[src/rtl/fp_mul_arbiter_pkg.sv]
// fp_mul_arb_pkg
// Shared constants, types and helpers for the FP multiplier arbiter slice.
//   FP_WORD_W       : width of a single-precision operand/result
//   DEF_NUM_REQ     : default number of requesters
//   DEF_LATENCY     : default multiplier latency in cycles
//   TAG_IDX_W       : tag index width, sized for the largest legal NUM_REQ (16)
//   idx_width(n)    : clog2(n) with a floor of 1
//   tag_t           : {valid, idx} entry travelling alongside each multiply
package fp_mul_arb_pkg;

    localparam int FP_WORD_W   = 32;
    localparam int DEF_NUM_REQ = 4;
    localparam int DEF_LATENCY = 3;
    localparam int TAG_IDX_W   = 4;

    function automatic int idx_width(input int n);
        return (n > 1) ? $clog2(n) : 1;
    endfunction

    // The index field is fixed at the widest legal size so the struct does not
    // depend on a module parameter; narrower indices are zero-extended.
    typedef struct packed {
        logic                 valid;
        logic [TAG_IDX_W-1:0] idx;
    } tag_t;

endpackage

[src/rtl/fp_mul_arbiter_rr_arbiter.sv]
// rr_arbiter
// Round-robin arbiter owning the rotating priority pointer.
// Ports:
//   clock, reset : system clock, synchronous active-high reset
//   req          : request vector (NUM_REQ)
//   advance      : move the pointer past the current winner when a grant occurs
//   grant        : one-hot grant (all zero when nothing requests)
//   grant_idx    : binary index of the winner
//   grant_any    : at least one request was granted
module rr_arbiter
    import fp_mul_arb_pkg::*;
#(
    parameter int NUM_REQ = DEF_NUM_REQ,
    parameter int IDX_W   = idx_width(NUM_REQ)
) (
    input  logic               clock,
    input  logic               reset,
    input  logic [NUM_REQ-1:0] req,
    input  logic               advance,
    output logic [NUM_REQ-1:0] grant,
    output logic [IDX_W-1:0]   grant_idx,
    output logic               grant_any
);

    logic [IDX_W-1:0] ptr_q;
    logic [IDX_W-1:0] ptr_d;

    // Search from ptr upward with wrap; iterating from the far end downward
    // lets the candidate closest to ptr overwrite any later one.
    always_comb begin
        int cand;
        cand      = 0;
        grant     = '0;
        grant_idx = '0;
        grant_any = 1'b0;
        for (int k = NUM_REQ - 1; k >= 0; k--) begin
            cand = int'(ptr_q) + k;
            if (cand >= NUM_REQ) begin
                cand = cand - NUM_REQ;
            end
            if (req[cand]) begin
                grant_any = 1'b1;
                grant_idx = IDX_W'(cand);
            end
        end
        if (grant_any) begin
            grant[grant_idx] = 1'b1;
        end
    end

    // Pointer moves to one past the winner, wrapping explicitly so that
    // non-power-of-two requester counts stay in range.
    always_comb begin
        ptr_d = ptr_q;
        if (advance && grant_any) begin
            if (grant_idx == IDX_W'(NUM_REQ - 1)) begin
                ptr_d = '0;
            end else begin
                ptr_d = grant_idx + IDX_W'(1);
            end
        end
    end

    always_ff @(posedge clock) begin
        if (reset) begin
            ptr_q <= '0;
        end else begin
            ptr_q <= ptr_d;
        end
    end

endmodule

[src/rtl/fp_mul_arbiter.sv]
// fp_mul_arbiter
// Shares one external pipelined FP multiplier among NUM_REQ requesters.
// One operand pair is issued per cycle (round-robin); a tag pipeline of
// LATENCY stages steers each product back to its issuer.
// Ports:
//   clock, reset            : system clock, synchronous active-high reset
//   req_valid / req_ready   : per-requester valid and one-hot grant
//   req_a / req_b           : packed operands, requester i at [32i+31:32i]
//   resp_valid / resp_q     : one-hot result pulse and shared result bus
//   mul_a / mul_b / mul_q   : multiplier operands and result
// Optional (macro FP_MUL_ARB_STATS_EN):
//   stat_issued             : grants issued
//   stat_conflict           : cycles with more than one requester valid
module fp_mul_arbiter
    import fp_mul_arb_pkg::*;
#(
    parameter int NUM_REQ = DEF_NUM_REQ,
    parameter int LATENCY = DEF_LATENCY
) (
    input  logic                         clock,
    input  logic                         reset,
    input  logic [NUM_REQ-1:0]           req_valid,
    output logic [NUM_REQ-1:0]           req_ready,
    input  logic [NUM_REQ*FP_WORD_W-1:0] req_a,
    input  logic [NUM_REQ*FP_WORD_W-1:0] req_b,
    output logic [NUM_REQ-1:0]           resp_valid,
    output logic [FP_WORD_W-1:0]         resp_q,
    output logic [FP_WORD_W-1:0]         mul_a,
    output logic [FP_WORD_W-1:0]         mul_b,
    input  logic [FP_WORD_W-1:0]         mul_q
`ifdef FP_MUL_ARB_STATS_EN
    ,
    output logic [31:0]                  stat_issued,
    output logic [31:0]                  stat_conflict
`endif
);

    localparam int IDX_W = idx_width(NUM_REQ);

    logic [NUM_REQ-1:0] req_gated;
    logic [IDX_W-1:0]   grant_idx;
    logic               grant_any;
    tag_t               tag_q [LATENCY];
    tag_t               tag_d [LATENCY];
    tag_t               tag_last;

    // Requests are masked during reset so nothing is granted or issued.
    assign req_gated = reset ? '0 : req_valid;

    rr_arbiter #(
        .NUM_REQ (NUM_REQ),
        .IDX_W   (IDX_W)
    ) u_arb (
        .clock     (clock),
        .reset     (reset),
        .req       (req_gated),
        .advance   (1'b1),
        .grant     (req_ready),
        .grant_idx (grant_idx),
        .grant_any (grant_any)
    );

    // Operand mux; idle cycles present zeros to the multiplier.
    always_comb begin
        mul_a = '0;
        mul_b = '0;
        if (grant_any) begin
            mul_a = req_a[int'(grant_idx)*FP_WORD_W +: FP_WORD_W];
            mul_b = req_b[int'(grant_idx)*FP_WORD_W +: FP_WORD_W];
        end
    end

    // Tag shift pipeline, free-running in lockstep with the multiplier.
    always_comb begin
        tag_d[0].valid = grant_any;
        tag_d[0].idx   = TAG_IDX_W'(grant_idx);
        for (int k = 1; k < LATENCY; k++) begin
            tag_d[k] = tag_q[k-1];
        end
    end

    always_ff @(posedge clock) begin
        if (reset) begin
            for (int k = 0; k < LATENCY; k++) begin
                tag_q[k] <= '0;
            end
        end else begin
            for (int k = 0; k < LATENCY; k++) begin
                tag_q[k] <= tag_d[k];
            end
        end
    end

    assign tag_last = tag_q[LATENCY-1];

    // Response steering; reset also silences the outputs in the reset cycle
    // so work issued before reset never produces a pulse.
    always_comb begin
        resp_valid = '0;
        resp_q     = '0;
        if (!reset && tag_last.valid) begin
            resp_q = mul_q;
            for (int i = 0; i < NUM_REQ; i++) begin
                resp_valid[i] = (tag_last.idx == TAG_IDX_W'(i));
            end
        end
    end

`ifdef FP_MUL_ARB_STATS_EN
    logic [31:0] stat_issued_q;
    logic [31:0] stat_issued_d;
    logic [31:0] stat_conflict_q;
    logic [31:0] stat_conflict_d;

    // Counters wrap naturally at 2^32.
    always_comb begin
        stat_issued_d   = stat_issued_q;
        stat_conflict_d = stat_conflict_q;
        if (grant_any) begin
            stat_issued_d = stat_issued_q + 32'd1;
        end
        if ($countones(req_valid) > 1) begin
            stat_conflict_d = stat_conflict_q + 32'd1;
        end
    end

    always_ff @(posedge clock) begin
        if (reset) begin
            stat_issued_q   <= '0;
            stat_conflict_q <= '0;
        end else begin
            stat_issued_q   <= stat_issued_d;
            stat_conflict_q <= stat_conflict_d;
        end
    end

    assign stat_issued   = stat_issued_q;
    assign stat_conflict = stat_conflict_q;
`endif

endmodule

[config.mk]
export PLATFORM = sky130hd
export DESIGN_NAME = fp_mul_arbiter
export DESIGN_NICKNAME = d
export VERILOG_FILES = /design/src/rtl/fp_mul_arbiter_pkg.sv /design/src/rtl/fp_mul_arbiter_rr_arbiter.sv /design/src/rtl/fp_mul_arbiter.sv
export SDC_FILE = /design/constraint.sdc
export NUM_CORES = 1
export LEC_CHECK = 0
export CORE_AREA = 2 2 154 156
export CTS_BUF_LIST = sky130_fd_sc_hd__clkbuf_8
export DETAILED_ROUTE_END_ITERATION = 10
export DIE_AREA = 0 0 156 158
export RECOVER_POWER = 100
export SETUP_SLACK_MARGIN = 0.2
export SYNTH_ARGS = -nofsm -noshare
export SYNTH_HDL_FRONTEND = slang
export SYNTH_SLANG_ARGS = --single-unit
[constraint.sdc]
create_clock -name clock -period 5.7 [get_ports clock]
set_input_delay 1.14 -clock clock [delete_from_list [all_inputs] [get_ports clock]]
set_output_delay 1.14 -clock clock [all_outputs]
set_load 0.02 [all_outputs]
## Word-level counts from Yosys, hierarchy flattened

Memory sizes are Yosys's and may differ from the RTL's.
Index checks and enable logic that the tools add are counted.
W data, S select, Z words.

- Add/subtract/negate cells: 8
- Muxes and demuxes: 39
- Equal/unequal tests: 4
- $lt $le $gt $ge: 10
- Bitwise gates (word level): 3
- Reductions and logical operators: 4
- Shift operators: 2

Operators by type and width:

| cell | number |
|---|---|
| $shiftx A128 B8 Y32 | 2 |
| $mux W32 | 7 |
| $lt A32 B4 Y1 const B | 4 |
| $ge A32 B4 Y1 const B | 3 |
| $sub A32 B4 Y32 const B | 3 |
| $mux W1 | 16 |
| $mux W5 | 3 |
| $mux W4 | 3 |
| $mux W2 | 5 |
| $bmux W1 S2 | 4 |
| $eq A4 B2 Y1 const B | 2 |
| $add A2 B2 Y3 const B | 2 |
| $eq A4 B1 Y1 const B | 1 |
| $logic_not A4 Y1 | 1 |
| $sub A2 B3 Y4 const B | 1 |
| $add A2 B1 Y3 const B | 1 |
| $ge A2 B3 Y1 const B | 1 |
| $lt A2 B3 Y1 const B | 1 |
| $or A1 B1 Y1 | 3 |
| $add A2 B1 Y2 const B | 1 |
| $demux W1 S2 | 1 |
| $eq A2 B2 Y1 const B | 1 |
| $ge A2 B1 Y1 const B | 1 |
| $logic_and A1 B1 Y1 | 2 |
| $logic_not A1 Y1 | 1 |

- Bits in writable memories: 15
- Bits in registers: 2
- Logic and storage cells: 72
- Input bits: 294
- Memories kept: 1

Memory list:

| memory | words | bits a word | read ports | clocked after Yosys merged registers in | wr ports | RTL line | RTL |
|---|---|---|---|---|---|---|---|
| tag_q | 3 | 5 | 3 | 0 | 3 | fp_mul_arbiter.sv:43 | `tag_t tag_q [LATENCY];` |

## Longest topological paths before layout

- Depth in word-level cells: 15
- Gate-level depth with buffers: 9

## Modules after synthesis

Synthesis repeated with hierarchy kept, for this count alone.

- Cells, all modules: 318
- Area, all modules: 2780.2 µm²

Modules (own cells, without submodules):

| module | times used | cells each | area each (µm²) |
|---|---|---|---|
| fp_mul_arbiter | 1 | 286 | 2501.1 |
| rr_arbiter | 1 | 32 | 279.0 |

## Least setup slack after synthesis

Ideal clock, no wire load.

- Kind: input-to-output
- Start: input port req_valid[2]
- End: output port mul_a[13]
- Path buffers: 2
- Path slack: 1.774 ns
- Stages on the path: 7
- Arrival: 2.786 ns
- Cell sequence: nor2b_1 > a2111o_1 > o32ai_2 > buf_6 > buf_4 > a221oi_2 > a211oi_1

- Longest elaborated chain between the ends: 10
- Elaborated cells on any way between the ends: 23
- Those cells by class: shift (1); mux (22)

RTL lines:

| item | RTL line | RTL |
|---|---|---|
| from (decl) | fp_mul_arbiter.sv:22 | `input logic [NUM_REQ-1:0] req_valid,` |
| $mux W4 * | fp_mul_arbiter.sv:48 | `assign req_gated = reset ? '0 : req_valid;` |
| $bmux W1 S2 | fp_mul_arbiter_rr_arbiter.sv:41 | `if (req[cand]) begin` |
| $mux W1 (not written as such) (2 in a row) | fp_mul_arbiter_rr_arbiter.sv:41 |  |
| $mux W2 (4 in a row) | fp_mul_arbiter_rr_arbiter.sv:41 |  |
| $shiftx A128 B8 Y32 | fp_mul_arbiter.sv:68 | `mul_a = req_a[int'(grant_idx)*FP_WORD_W +: FP_WORD_W];` |
| $mux W32 * | fp_mul_arbiter.sv:67 | `if (grant_any) begin` |
| to (decl) | fp_mul_arbiter.sv:28 | `output logic [FP_WORD_W-1:0] mul_a,` |

Mark *: on every way between the ends. The rest lies on a longest branch, timed or not. The select of a mux whose other input is x is not followed.

## Worst setup path in the final report

- Start: input port req_valid[1]
- End: output port mul_b[1]

- Longest elaborated chain between the ends: 10
- Elaborated cells on any way between the ends: 23
- Those cells by class: shift (1); mux (22)

RTL lines:

| item | RTL line | RTL |
|---|---|---|
| $mux W4 * | fp_mul_arbiter.sv:48 |  |
| $bmux W1 S2 | fp_mul_arbiter_rr_arbiter.sv:41 |  |
| $mux W1 (not written as such) (2 in a row) | fp_mul_arbiter_rr_arbiter.sv:41 |  |
| $mux W2 (4 in a row) | fp_mul_arbiter_rr_arbiter.sv:41 |  |
| $shiftx A128 B8 Y32 | fp_mul_arbiter.sv:69 | `mul_b = req_b[int'(grant_idx)*FP_WORD_W +: FP_WORD_W];` |
| $mux W32 * | fp_mul_arbiter.sv:67 |  |
| to (decl) | fp_mul_arbiter.sv:29 | `output logic [FP_WORD_W-1:0] mul_b,` |

Marked as above.

==> impl_metrics.csv <==
group,metric,value,unit
status,status,"complete, no violations",
yosys,synth_top_cell_area_share,0.186,
cts,cts.path.max_buffers,2,
cts,ctsRootBufferMaster,"clkbuf_8",
yosys,synth.ff_latch_count,11,
pwr,p_comb_frac,0.806,
cts,htree_levels,1,
yosys,synth_edf_count,0,
yosys,synth_nets,710,
yosys,ys_seq_area_frac,0.0640,
detailed_routing,route.detailed.drc,0,
timing,clock_skew,0.000667,ns
detailed_routing,dr.first_iter.drc_count,201,
timing,fin_tns_setup,0,ns
pwr,vdd_ir_drop_max,0.0743,mV
yosys,synth_ff_type,"dfxtp_1",
yosys,avgSynthCellArea,8.35,sq um
cts,clock-sinks,11,
cts,cts_tree,"done",
timing,finalCritPeriodShare,0.931,
pwr,p_leak,2.98,nW
detailed_routing,drt-pass1-iter-count,4,
die,ios,398,
global_route,track_usage,0.142,
yosys,synth_common_cells,"65 x and3_1, 64 x mux2i_1, 55 x a221oi_1",
yosys,async_flop_share,0,
die,die_w,156,um
pwr,swShare,0.395,
pwr,power.switching,326,uW
global_route,antenna_found_initial,1,
place,post-place-ws,0.596,ns
final_layout,areaGrowthSynthToFinish,123,%
setup_path,worst-endpoint-required,4.56,ns
timing,finalCriticalPeriod,5.30,ns
job,drv_cap,0,
global_route,grt_pass1_wl,27400,um
final_layout,multi_input_area,2830,sq um
pwr,clkPwrFrac,0.093,
hold_path,hp-class,"register to register",
cts,postCtsSetupBuffers,0,
place,gp_congestion,0.751,
yosys,yosys_warnings,0,
die,rows,56,
final_layout,layout-drive-gt1-share,0.0934,
yosys,synth_cell_types,31,
global_route,grt_max_degree,66,
final_layout,nets,1070,
timing,hold_viol,0,
place,dp_hpwl,15400,um
global_route,grt_pass1_vias,4860,
timing,worst_pin_slew,1.05,ns
timing,setup_viol,0,
final_layout,postLayoutCoreUtil,0.332,
cts,cts-buffers-inserted,3,
setup_path,arrival,4.16,ns
timing,fin_ws,0.396,ns
pwr,pwr-share-seq,0.102,
yosys,synth_top_cell_by_area,"mux2i_1",
die,core_area,23100,sq um
place,portBuffers,397,
cts,cts_hold_buf,0,
timing,relSlewSlack,0.300,
yosys,synth_cells,412,
cts,clock_latency,0.23,ns
detailed_routing,vias,4875,
setup_path,crit_type,"primary input to output port",
final_layout,seqCellArea,220,sq um
setup_path,crit_path_end_kind,"output port",
yosys,synthTopCellsByArea,"mux2i_1 19%, a221oi_1 14%, and3_1 12%",
die,start_util,0.149,
final_layout,fill_cells,2434,
die,dieArea,24600,sq um
die,die_y,158,um
detailed_routing,wire_per_inst,18.3,um
detailed_routing,totalWireLength,19400,um
cts,clk_pin_slew,0.05,ns
cts,cts.repair.resized,0,
pwr,p_per_area,108,nW/um^2
timing,report.final.slew_viol_count,0,
yosys,yosysMostFrequentCell,"and3_1",
detailed_routing,detail-route-antenna-nets,0,
timing,max_freq,189,MHz
setup_path,cp_max_fo,26,
global_route,overflow,0,
place,dp.cells,1057,
setup_path,critPathLaunchType,"primary input",
yosys,syn_area,3440,sq um
final_layout,final_cells,1063,
detailed_routing,avgViaCountPerCell,4.59,
pwr,power.internal,500,uW
timing,rsz0062_at_grt,"false",
==> power groups by stage <==
stage                     registers [mW]  clock network [mW]  logic (mW)
after detailed placement          0.0855                   0       0.688
after CTS                         0.0839              0.0784       0.690
final                             0.0840              0.0765       0.665
after global routing              0.0847              0.0841       0.709
after floorplan                   0.0849                   0       0.321
after global placement            0.0856                   0       0.685
==> routing by layer <==
layer / share of wire / global-route usage / vias to the layer above
li1: - / - / 2367
met1: 0.40 / 0.168 / 2225
met3: 0.078 / 0.0342 / 31
met5: 0 / 0 / -
met2: 0.50 / 0.257 / 252
met4: 0.022 / 0.0349 / 0
==> layout by cell type (no fill, tap or decap), types with 9 or more instances in the layout <==
cell / instances
a211oi_2: 30
mux2i_1: 64
dlygate4sd3_1: 85
and2_1: 36
nor2b_1: 9
and3_1: 65
buf_4: 13
clkdlybuf4s50_1: 312
a221oi_2: 9
dfxtp_1: 11
a211oi_1: 35
a221oi_1: 55
==> path summary, 6_finish.rpt <==
| path | from | to | slack, ns | depth (start not counted) |
|---|---|---|---|---|
| worst max register to register | u_arb.ptr_q[1]$_SDFFE_PP0N_ | u_arb.ptr_q[1]$_SDFFE_PP0N_ | 3.55 | 7 |
| worst max-delay path | req_valid[1] | mul_b[1] | 0.40 | 8 |
| worst min register to register | tag_q[0][4]$_SDFF_PP0_ | tag_q[0][9]$_SDFF_PP0_ | 0.43 | 1 |
| worst min-delay path | tag_q[0][4]$_SDFF_PP0_ | tag_q[0][9]$_SDFF_PP0_ | 0.43 | 1 |
==> cell type report <==
| type | instances | area share |
|---|---|---|
| clock buffers | 3 | 0.00539 |
| multi-input cells | 331 | 0.369 |
| inverters | 7 | 0.00343 |
| clock inverters | 1 | 0.000654 |
| flip-flops and latches | 11 | 0.0288 |
| repair buffers | 418 | 0.544 |
| diodes | 2 | 0.000654 |
| well taps | 290 | 0.0474 |
==> critical path, stage by stage <==
cell	delay [ns]
dlygate4sd3_1	0.67
nor2b_1	0.10
a2111o_1	0.43
o32ai_4	0.18
and2_4	0.47
clkbuf_2	0.44
a211oi_2	0.13
clkdlybuf4s50_1	0.58
==> sequential cells by signal, indices dropped and copies added (netlist names) <==
| register | count |
|---|---|
| tag_q | 9 |
| u_arb.ptr_q | 2 |
==> per-stage QoR <==
| step | hold slack (ns) | total power, mW | cell area (sq um) |
|---|---|---|---|
| after floorplan | 0.414 | 0.405 | 3440 |
| after global placement | 0.417 | 0.770 | 7620 |
| after detailed placement | 0.421 | 0.773 | 7620 |
| after CTS | 0.434 | 0.852 | 7660 |
| after global routing | 0.457 | 0.878 | 7650 |
| final | 0.432 | 0.826 | 7660 |
==> logic make-up after synthesis <==
logic type | synth area share
mux | 0.186
flops | 0.0640
buf+inv | 0.124
simple gates | 0.226
fa+ha+maj | 0.0145
compound gates | 0.386
No activity file was read; power rests on OpenSTA's default activity.
